<file path="config.mk">
export PLATFORM = sky130hd
export DESIGN_NAME = ram_arbiter_v1_flat
export DESIGN_NICKNAME = d
export VERILOG_FILES = /design/src/rtl/ram_arbiter_v1_if.sv /design/src/rtl/ram_arbiter_v1.sv /design/src/flat_wrapper.sv
export SDC_FILE = /design/constraint.sdc
export NUM_CORES = 1
export LEC_CHECK = 0
export CORE_MARGIN = 2
export CORE_UTILIZATION = 28
export CTS_CLUSTER_DIAMETER = 80
export CTS_CLUSTER_SIZE = 12
export DETAILED_ROUTE_END_ITERATION = 8
export GPL_TIMING_DRIVEN = 0
export PLACE_DENSITY = 0.89
export SLEW_MARGIN = 10
export SYNTH_ARGS = -nofsm -noshare
export SYNTH_HDL_FRONTEND = slang
export SYNTH_SLANG_ARGS = --single-unit
</file>
<file path="constraint.sdc">
create_clock -name clk_i -period 2.55 [get_ports clk_i]
set_input_delay 0.51 -clock clk_i [delete_from_list [all_inputs] [get_ports clk_i]]
set_output_delay 0.51 -clock clk_i [all_outputs]
set_load 0.005 [all_outputs]
</file>
<file path="src/rtl/ram_arbiter_v1_if.sv">
// Request/response bundle between the requesters and ram_arbiter_v1.
// With RAM_ARB_LOCK_EN defined, the bundle also carries the per-requester req_lock bits.
interface ram_arbiter_v1_if #(
  parameter int NUM_REQ    = 2,
  parameter int ADDR_WIDTH = 10,
  parameter int DATA_WIDTH = 32
);
  logic [NUM_REQ-1:0]            req_valid;
  logic [NUM_REQ-1:0]            req_we;
  logic [NUM_REQ*ADDR_WIDTH-1:0] req_addr;
  logic [NUM_REQ*DATA_WIDTH-1:0] req_wdata;
  logic [NUM_REQ-1:0]            req_ready;
  logic [NUM_REQ-1:0]            rsp_valid;
  logic [DATA_WIDTH-1:0]         rsp_data;
`ifdef RAM_ARB_LOCK_EN
  logic [NUM_REQ-1:0]            req_lock;

  modport master (output req_valid, req_we, req_addr, req_wdata, req_lock,
                  input  req_ready, rsp_valid, rsp_data);
  modport slave  (input  req_valid, req_we, req_addr, req_wdata, req_lock,
                  output req_ready, rsp_valid, rsp_data);
`else
  modport master (output req_valid, req_we, req_addr, req_wdata,
                  input  req_ready, rsp_valid, rsp_data);
  modport slave  (input  req_valid, req_we, req_addr, req_wdata,
                  output req_ready, rsp_valid, rsp_data);
`endif
endinterface

</file>
<file path="src/rtl/ram_arbiter_v1.sv">
// Round-robin arbiter sharing one single-port RAM (1-cycle registered read) among NUM_REQ requesters.
// Optional RAM_ARB_LOCK_EN adds a lock FSM that lets one requester own the RAM across several transfers.
module ram_arbiter_v1 #(
  parameter int NUM_REQ    = 2,
  parameter int ADDR_WIDTH = 10,
  parameter int DATA_WIDTH = 32
) (
  input  logic                  clk_i,
  input  logic                  rst_i,
  ram_arbiter_v1_if.slave       bus,
  output logic [ADDR_WIDTH-1:0] ram_addr_o,
  output logic                  ram_wr_en_o,
  output logic [DATA_WIDTH-1:0] ram_data_in_o,
  input  logic [DATA_WIDTH-1:0] ram_data_out_i
);
  localparam int PTR_W = (NUM_REQ > 1) ? $clog2(NUM_REQ) : 1;

  logic [PTR_W-1:0]      ptr_q, ptr_d;
  logic [NUM_REQ-1:0]    rsp_valid_q, rsp_valid_d;
  logic [ADDR_WIDTH-1:0] addr_q, addr_d;
  logic [NUM_REQ-1:0]    eligible_s, grant_s, lock_mask_s;
  logic                  win_s, lock_hold_s;
  logic [PTR_W-1:0]      win_idx_s;

  function automatic logic [PTR_W-1:0] rr_idx(input logic [PTR_W-1:0] base, input int off);
    int sum;
    sum = int'(base) + off;
    if (sum >= NUM_REQ) sum = sum - NUM_REQ;
    return PTR_W'(sum);
  endfunction

`ifdef RAM_ARB_LOCK_EN
  typedef enum logic {ST_IDLE = 1'b0, ST_LOCKED = 1'b1} lock_state_e;
  lock_state_e      state_q;
  logic [PTR_W-1:0] owner_q;

  always_ff @(posedge clk_i) begin
    if (rst_i) begin
      state_q <= ST_IDLE;
      owner_q <= '0;
    end else begin
      case (state_q)
        ST_IDLE: begin
          if (win_s && bus.req_lock[win_idx_s]) begin
            state_q <= ST_LOCKED;
            owner_q <= win_idx_s;
          end
        end
        ST_LOCKED: begin
          if (win_s && !bus.req_lock[win_idx_s]) state_q <= ST_IDLE;
        end
        default: state_q <= ST_IDLE;
      endcase
    end
  end

  // While locked only the owner competes, and the pointer holds until the release transfer.
  always_comb begin
    lock_mask_s = '1;
    lock_hold_s = 1'b0;
    if (state_q == ST_LOCKED) begin
      lock_mask_s          = '0;
      lock_mask_s[owner_q] = 1'b1;
      lock_hold_s          = win_s && bus.req_lock[win_idx_s];
    end
  end
`else
  assign lock_mask_s = '1;
  assign lock_hold_s = 1'b0;
`endif

  assign eligible_s = rst_i ? '0 : (bus.req_valid & lock_mask_s);

  // First eligible requester at or after the pointer wins.
  always_comb begin
    grant_s   = '0;
    win_s     = 1'b0;
    win_idx_s = '0;
    for (int off = 0; off < NUM_REQ; off++) begin
      if (!win_s && eligible_s[rr_idx(ptr_q, off)]) begin
        win_s                         = 1'b1;
        win_idx_s                     = rr_idx(ptr_q, off);
        grant_s[rr_idx(ptr_q, off)]   = 1'b1;
      end
    end
  end

  always_comb begin
    ram_wr_en_o   = win_s && bus.req_we[win_idx_s];
    ram_data_in_o = bus.req_wdata[int'(win_idx_s)*DATA_WIDTH +: DATA_WIDTH];
    if (rst_i) begin
      ram_addr_o = '0;
    end else if (win_s) begin
      ram_addr_o = bus.req_addr[int'(win_idx_s)*ADDR_WIDTH +: ADDR_WIDTH];
    end else begin
      ram_addr_o = addr_q;
    end
  end

  always_comb begin
    addr_d      = ram_addr_o;
    rsp_valid_d = '0;
    ptr_d       = ptr_q;
    if (win_s && !bus.req_we[win_idx_s]) rsp_valid_d = grant_s;
    if (win_s && !lock_hold_s) ptr_d = rr_idx(win_idx_s, 1);
  end

  always_ff @(posedge clk_i) begin
    if (rst_i) begin
      ptr_q       <= '0;
      rsp_valid_q <= '0;
      addr_q      <= '0;
    end else begin
      ptr_q       <= ptr_d;
      rsp_valid_q <= rsp_valid_d;
      addr_q      <= addr_d;
    end
  end

  // A read accepted just before reset must not surface during the reset cycle.
  assign bus.req_ready = grant_s;
  assign bus.rsp_valid = rst_i ? '0 : rsp_valid_q;
  assign bus.rsp_data  = ram_data_out_i;
endmodule

</file>
<file path="src/flat_wrapper.sv">
// flat-port wrapper written by rule: the top's interface ports become plain ports
module ram_arbiter_v1_flat 
#(
  parameter int NUM_REQ    = 2,
  parameter int ADDR_WIDTH = 10,
  parameter int DATA_WIDTH = 32
)
  (clk_i, rst_i, ram_addr_o, ram_wr_en_o, ram_data_in_o, ram_data_out_i, bus_req_valid, bus_req_we, bus_req_addr, bus_req_wdata, bus_req_ready, bus_rsp_valid, bus_rsp_data);
  ram_arbiter_v1_if #(.NUM_REQ(NUM_REQ), .ADDR_WIDTH(ADDR_WIDTH), .DATA_WIDTH(DATA_WIDTH)) bus_i ();
  input  logic clk_i;
  input  logic rst_i;
  output logic [ADDR_WIDTH-1:0] ram_addr_o;
  output logic ram_wr_en_o;
  output logic [DATA_WIDTH-1:0] ram_data_in_o;
  input  logic [DATA_WIDTH-1:0] ram_data_out_i;
  input wire logic [$bits(bus_i.req_valid)-1:0] bus_req_valid;
  input wire logic [$bits(bus_i.req_we)-1:0] bus_req_we;
  input wire logic [$bits(bus_i.req_addr)-1:0] bus_req_addr;
  input wire logic [$bits(bus_i.req_wdata)-1:0] bus_req_wdata;
  output wire logic [$bits(bus_i.req_ready)-1:0] bus_req_ready;
  output wire logic [$bits(bus_i.rsp_valid)-1:0] bus_rsp_valid;
  output wire logic [$bits(bus_i.rsp_data)-1:0] bus_rsp_data;
  assign bus_i.req_valid = bus_req_valid;
  assign bus_i.req_we = bus_req_we;
  assign bus_i.req_addr = bus_req_addr;
  assign bus_i.req_wdata = bus_req_wdata;
  assign bus_req_ready = bus_i.req_ready;
  assign bus_rsp_valid = bus_i.rsp_valid;
  assign bus_rsp_data = bus_i.rsp_data;
  ram_arbiter_v1 #(.NUM_REQ(NUM_REQ), .ADDR_WIDTH(ADDR_WIDTH), .DATA_WIDTH(DATA_WIDTH)) u_core (.clk_i(clk_i), .rst_i(rst_i), .bus(bus_i), .ram_addr_o(ram_addr_o), .ram_wr_en_o(ram_wr_en_o), .ram_data_in_o(ram_data_in_o), .ram_data_out_i(ram_data_out_i));
endmodule
</file>
### Word level (Yosys, flattened, before mapping)

Index checks and enable logic that the tools add are counted.

| cells by class | value |
|---|---|
| magnitude comparators | 10 |
| multipliers | 1 |
| $add $sub $neg | 5 |
| multiplexer cells | 25 |
| reduce and logical (&&, ||, !) cells | 8 |
| shift-type cells | 2 |
| bitwise operators | 2 |

Operator list:

| kind | number |
|---|---|
| variable part select 64 x 7 -> 32 bit | 1 |
| variable part select 20 x 32 -> 10 bit | 1 |
| 2-to-1 mux 10 bit | 2 |
| 2-to-1 mux 1 bit | 17 |
| < comparator 1 x 2 -> 1 bit, second input constant | 5 |
| 2-to-1 mux 2 bit | 4 |
| logical AND 1 bit | 5 |
| adder 1 x 1 -> 2 bit, second input constant | 2 |
| >= comparator 2 bit, second input constant | 2 |
| multiplier 1 x 3 -> 4 bit, second input constant | 1 |
| subtractor 1 bit, second input constant | 3 |
| demux 1 bit (select 1 bit) | 2 |
| >= comparator 1 bit, second input constant | 2 |
| >= comparator 1 x 2 -> 1 bit, second input constant | 1 |
| logical NOT 1 bit | 2 |
| OR 2 bit | 1 |
| OR reduction 2 bit | 1 |
| NOT 1 bit | 1 |

| word-level totals | value |
|---|---|
| bits of input ports | 122 |
| register bits | 13 |
| output and inout bits | 79 |

### Logic depth before layout (Yosys ltp)

| logic depth | value |
|---|---|
| depth after elaboration | 14 |
| depth in mapped cells | 5 |

### Worst setup path before layout

Ideal clock, no wire load.

| timing path | value |
|---|---|
| kind | input port to output port |
| from | in bus_req_valid[0] |
| to | out ram_addr_o[1] |
| buffers on the path | 1 |
| setup slack | 0.694 ns |
| data arrival time | 1.346 ns |
| stages | 4 |
| path through | nand2b_1 -> buf_4 -> a211oi_1 -> a2111oi_2 |

| on the way | value |
|---|---|
| cells in the longest elaborated chain, start to end | 11 |

RTL lines:

| item | RTL line | source |
|---|---|---|
| start: declaration | flat_wrapper.sv:16 | `input wire logic [$bits(bus_i.req_valid)-1:0] bus_req_valid;` |
| 2-to-1 mux 2 bit * | ram_arbiter_v1.sv:72 | `assign eligible_s = rst_i ? '0 : (bus.req_valid & lock_mask_s);` |
| 2-to-1 mux 1 bit (implied by the code) (2 in series) | ram_arbiter_v1.sv:80 | `if (!win_s && eligible_s[rr_idx(ptr_q, off)]) begin` |
| 2-to-1 mux 1 bit | ram_arbiter_v1.sv:80 |  |
| logical NOT 1 bit | ram_arbiter_v1.sv:80 |  |
| logical AND 1 bit | ram_arbiter_v1.sv:80 |  |
| 2-to-1 mux 1 bit | ram_arbiter_v1.sv:80 |  |
| multiplier 1 x 3 -> 4 bit | ram_arbiter_v1.sv:94 | `ram_addr_o = bus.req_addr[int'(win_idx_s)*ADDR_WIDTH +: ADDR_WIDTH];` |
| variable part select 20 x 32 -> 10 bit | ram_arbiter_v1.sv:94 |  |
| 2-to-1 mux 10 bit * | ram_arbiter_v1.sv:93 | `end else if (win_s) begin` |
| 2-to-1 mux 10 bit * | ram_arbiter_v1.sv:91 | `if (rst_i) begin` |
| end: declaration | flat_wrapper.sv:12 | `output logic [ADDR_WIDTH-1:0] ram_addr_o;` |

Mark *: on every way between the ends. The rest lies on a longest branch, timed or not. The select of a mux whose other input is x is not followed.

### Worst setup path in the final report

| timing path | value |
|---|---|
| from | in bus_req_valid[1] |
| to | out ram_addr_o[9] |

Same word-level chain as after synthesis.

==> flow_results.xml <==
<?xml version="1.0" encoding="UTF-8"?>
<metrics>
  <group name="clocking">
    <metric name="cts_hold_repair.buffers" unit="">0</metric>
    <metric name="clkSinkCount" unit="">13</metric>
    <metric name="cts-htree-levels" unit="">1</metric>
    <metric name="clock_insertion_delay_worst_skew" unit="ns">0.24</metric>
    <metric name="cts.path.max_buffers" unit="">2</metric>
    <metric name="numCtsBuffers" unit="">3</metric>
    <metric name="cts_root_buffer" unit="">clkbuf_8</metric>
    <metric name="tritoncts_clock_tree" unit="">done</metric>
    <metric name="clk_transition_reported_paths" unit="ns">0.05</metric>
  </group>
  <group name="route">
    <metric name="detail_route.drc_violations" unit="">0</metric>
    <metric name="route.antenna.remaining_nets" unit="">0</metric>
    <metric name="drt-total-wl" unit="µm">6199</metric>
    <metric name="drt-pass1-iter-count" unit="">4</metric>
    <metric name="vias" unit="">1812</metric>
    <metric name="drt_iter0_markers" unit="">54</metric>
    <metric name="post_drt_via_cell_ratio" unit="">4.519</metric>
    <metric name="routedWlPerCell" unit="µm">15.46</metric>
  </group>
  <group name="sta">
    <metric name="slew_headroom" unit="">0.5218</metric>
    <metric name="report.final.slew_viol_count" unit="">0</metric>
    <metric name="highest_clock_rate" unit="MHz">401.4</metric>
    <metric name="worst_slew_pin_slew" unit="ns">0.7173</metric>
    <metric name="grt_setup_unrepaired" unit="">no</metric>
    <metric name="report.final.setup_viol" unit="">0</metric>
    <metric name="timing.final.hold_violations" unit="">0</metric>
    <metric name="finalSetupTns" unit="ns">0</metric>
    <metric name="final.setup_skew" unit="ns">0.003461</metric>
    <metric name="fin_crit_sh" unit="">0.9770</metric>
    <metric name="timing.final.crit_period" unit="ns">2.491</metric>
  </group>
  <group name="flow_run">
    <metric name="cap_violations" unit="">0</metric>
  </group>
  <group name="yosys">
    <metric name="synthDominantCellAreaShare" unit="">0.2366</metric>
    <metric name="synth.largest_area_cell" unit="">mux2_2</metric>
    <metric name="netlist_instances" unit="">154</metric>
    <metric name="synth.yosys.seq_area_share" unit="">0.1709</metric>
    <metric name="edff_count_synth" unit="">0</metric>
    <metric name="top_cells_by_count_synth" unit="">buf_4 (33), mux2_2 (32), a2111oi_2 (19), dfxtp_1 (13), nor2_1 (12)</metric>
    <metric name="yosys.cell_count.top_type" unit="">buf_4</metric>
    <metric name="mappedNetlistNets" unit="">276</metric>
    <metric name="synth.ff_latch_count" unit="">13</metric>
    <metric name="synth_area_leaders" unit="">mux2_2 (24%), a2111oi_2 (19%), dfxtp_1 (17%)</metric>
    <metric name="dominantRegCellSynth" unit="">dfxtp_1</metric>
    <metric name="post_synth_num_cell_types" unit="">24</metric>
    <metric name="syn-mean-instance-area" unit="µm²">9.888</metric>
    <metric name="syn-cell-area" unit="mm²">0.001523</metric>
    <metric name="ys_async_sr_fraction" unit="">0</metric>
    <metric name="ys.warnings.count" unit="">0</metric>
  </group>
  <group name="global_route">
    <metric name="first_global_vias" unit="">1931</metric>
    <metric name="global_route.overflow_total" unit="">0</metric>
    <metric name="pin_count_of_the_biggest_net_entering_global_routing" unit="">11</metric>
    <metric name="antenna_found_initial" unit="">0</metric>
    <metric name="grt_first_pass_wirelength" unit="µm">9349</metric>
    <metric name="globalRouteTotalUtil" unit="">0.1933</metric>
  </group>
  <group name="finish">
    <metric name="synthToLayoutAreaGrowth" unit="%">125.5</metric>
    <metric name="fin_nets" unit="">454</metric>
    <metric name="final_layout_size_suffix_gt1_frac" unit="">0.3625</metric>
    <metric name="antenna-diode-count" unit="">0</metric>
    <metric name="final_core_util" unit="">0.6638</metric>
  </group>
  <group name="placed_design">
    <metric name="place.detailed.hpwl" unit="µm">5217</metric>
    <metric name="place.port_buffers" unit="">168</metric>
    <metric name="place.gp.congestion" unit="">0.7578</metric>
  </group>
  <group name="power_and_ir_drop">
    <metric name="p_leak" unit="nW">1.515</metric>
    <metric name="max-vdd-ir-drop" unit="mV">0.1430</metric>
    <metric name="p_per_area" unit="mW/mm²">271.6</metric>
  </group>
  <group name="die">
    <metric name="area_of_the_die" unit="mm²">0.006044</metric>
    <metric name="floorplan.initialDensity" unit="">0.2944</metric>
    <metric name="chipWidth" unit="µm">77.75</metric>
    <metric name="pin_count" unit="">201</metric>
    <metric name="fp-row-count" unit="">26</metric>
    <metric name="core_region_area" unit="mm²">0.005172</metric>
    <metric name="fp.dieH" unit="µm">77.75</metric>
  </group>
  <group name="setup_path">
    <metric name="criticalPathCategory" unit="">in2out</metric>
    <metric name="worst-endpoint-required" unit="ns">2.04</metric>
    <metric name="crit_arrival" unit="ns">1.98</metric>
    <metric name="worst-path-max-fanout" unit="">4</metric>
    <metric name="setup.worst_path.start_class" unit="">primary input</metric>
    <metric name="critical_path_capture_point_type" unit="">output pin</metric>
  </group>
  <group name="worst_hold_path">
    <metric name="min_path_type" unit="">reg2reg</metric>
  </group>
  <group name="outcome">
    <metric name="outcome" unit="">completed</metric>
  </group>
</metrics>
-- per-stage QoR --
stage	setup WS [ns]	cells	total power [W]	hold slack [ns]	area [µm²]
after floorplan	0.6942	154	0.0004338	0.4539	1523
after global placement	-0.5851	392	0.0007548	0.4610	3292
after detailed placement	-0.5935	392	0.0007638	0.4743	3292
after CTS	0.01016	399	0.0009459	0.4966	3386
after global routing	0.001432	401	0.0009825	0.5226	3433
final	0.05853	401	0.0009325	0.4963	3433
-- power by group --
part	internal [W]	total (W)	switching, W
sequential	0.000219	0.000224	0.00000434
combinational	0.000355	0.000525	0.000170
clock	0.000110	0.000184	0.0000733
total	0.000684	0.000933	0.000248
-- cell usage in the layout (no fill, tap or decap), types with 2 or more instances in the layout --
master,n
nor2_1,12
clkdlybuf4s15_2,2
dlymetal6s2s_1,13
buf_4,40
clkbuf_2,3
a211oi_1,2
a211oi_2,9
clkbuf_8,3
dlygate4sd2_1,20
nor2b_1,2
clkbuf_1,2
a2111oi_2,19
clkdlybuf4s50_1,130
buf_6,2
buf_8,4
mux2_2,32
dfxtp_1,13
inv_1,10
-- flip-flops by register name, indices dropped and copies added (netlist names) --
register and cells:
u_core.addr_q 10, u_core.ptr_q 1, u_core.rsp_valid_q 2
-- path summary, 6_finish.rpt --
path,end,cells after the start,startpoint,slack [ns]
min reg2reg,u_core.ptr_q$_SDFFE_PP0N_,1,u_core.ptr_q$_SDFFE_PP0N_,0.50
max,ram_addr_o[9],7,bus_req_valid[1],0.06
min,u_core.ptr_q$_SDFFE_PP0N_,1,u_core.ptr_q$_SDFFE_PP0N_,0.50
max reg2reg,u_core.addr_q[1]$_SDFF_PP0_,4,u_core.ptr_q$_SDFFE_PP0N_,1.20
-- area by class of cell --
type,instances,area [µm²]
plain buffers,42,346.6
clock buffers,4,45.04
fillers,410,1739
inverters,11,41.29
multi-input cells,87,925.9
flip-flops and latches,13,260.3
well taps,70,87.58
repair buffers,174,1727
-- cell families after synthesis --
group | after synthesis | synth area share
compound gates | 34 | 0.2859
buf+inv | 54 | 0.2325
flops | 13 | 0.1709
mux | 32 | 0.2367
simple gates | 21 | 0.07395
-- worst max-delay path, cell delays in order --
cell	delay, ns
dlygate4sd2_1	0.26
nor2b_4	0.15
buf_4	0.15
buf_4	0.13
a211oi_1	0.38
a2111oi_2	0.09
dlygate4sd2_1	0.31
-- repair_timing --
action / in CTS / in global routing
gates resized for setup: 42 / 21
buffers inserted: 4 / 2
setup endpoints to repair: 46 / 25
pin swaps: 3 / 1
-- layer usage --
layer / track usage / part of all wire / wire, µm / up-vias
met5: 0 / 0 / 0 / -
met4: 0.03571 / 0.0048 / 30 / 0
met3: 0.06860 / 0.10 / 639 / 4
met2: 0.3802 / 0.57 / 3519 / 99
met1: 0.1933 / 0.32 / 2009 / 826
li1: - / - / - / 883
Power figures use the tool's default switching activity.
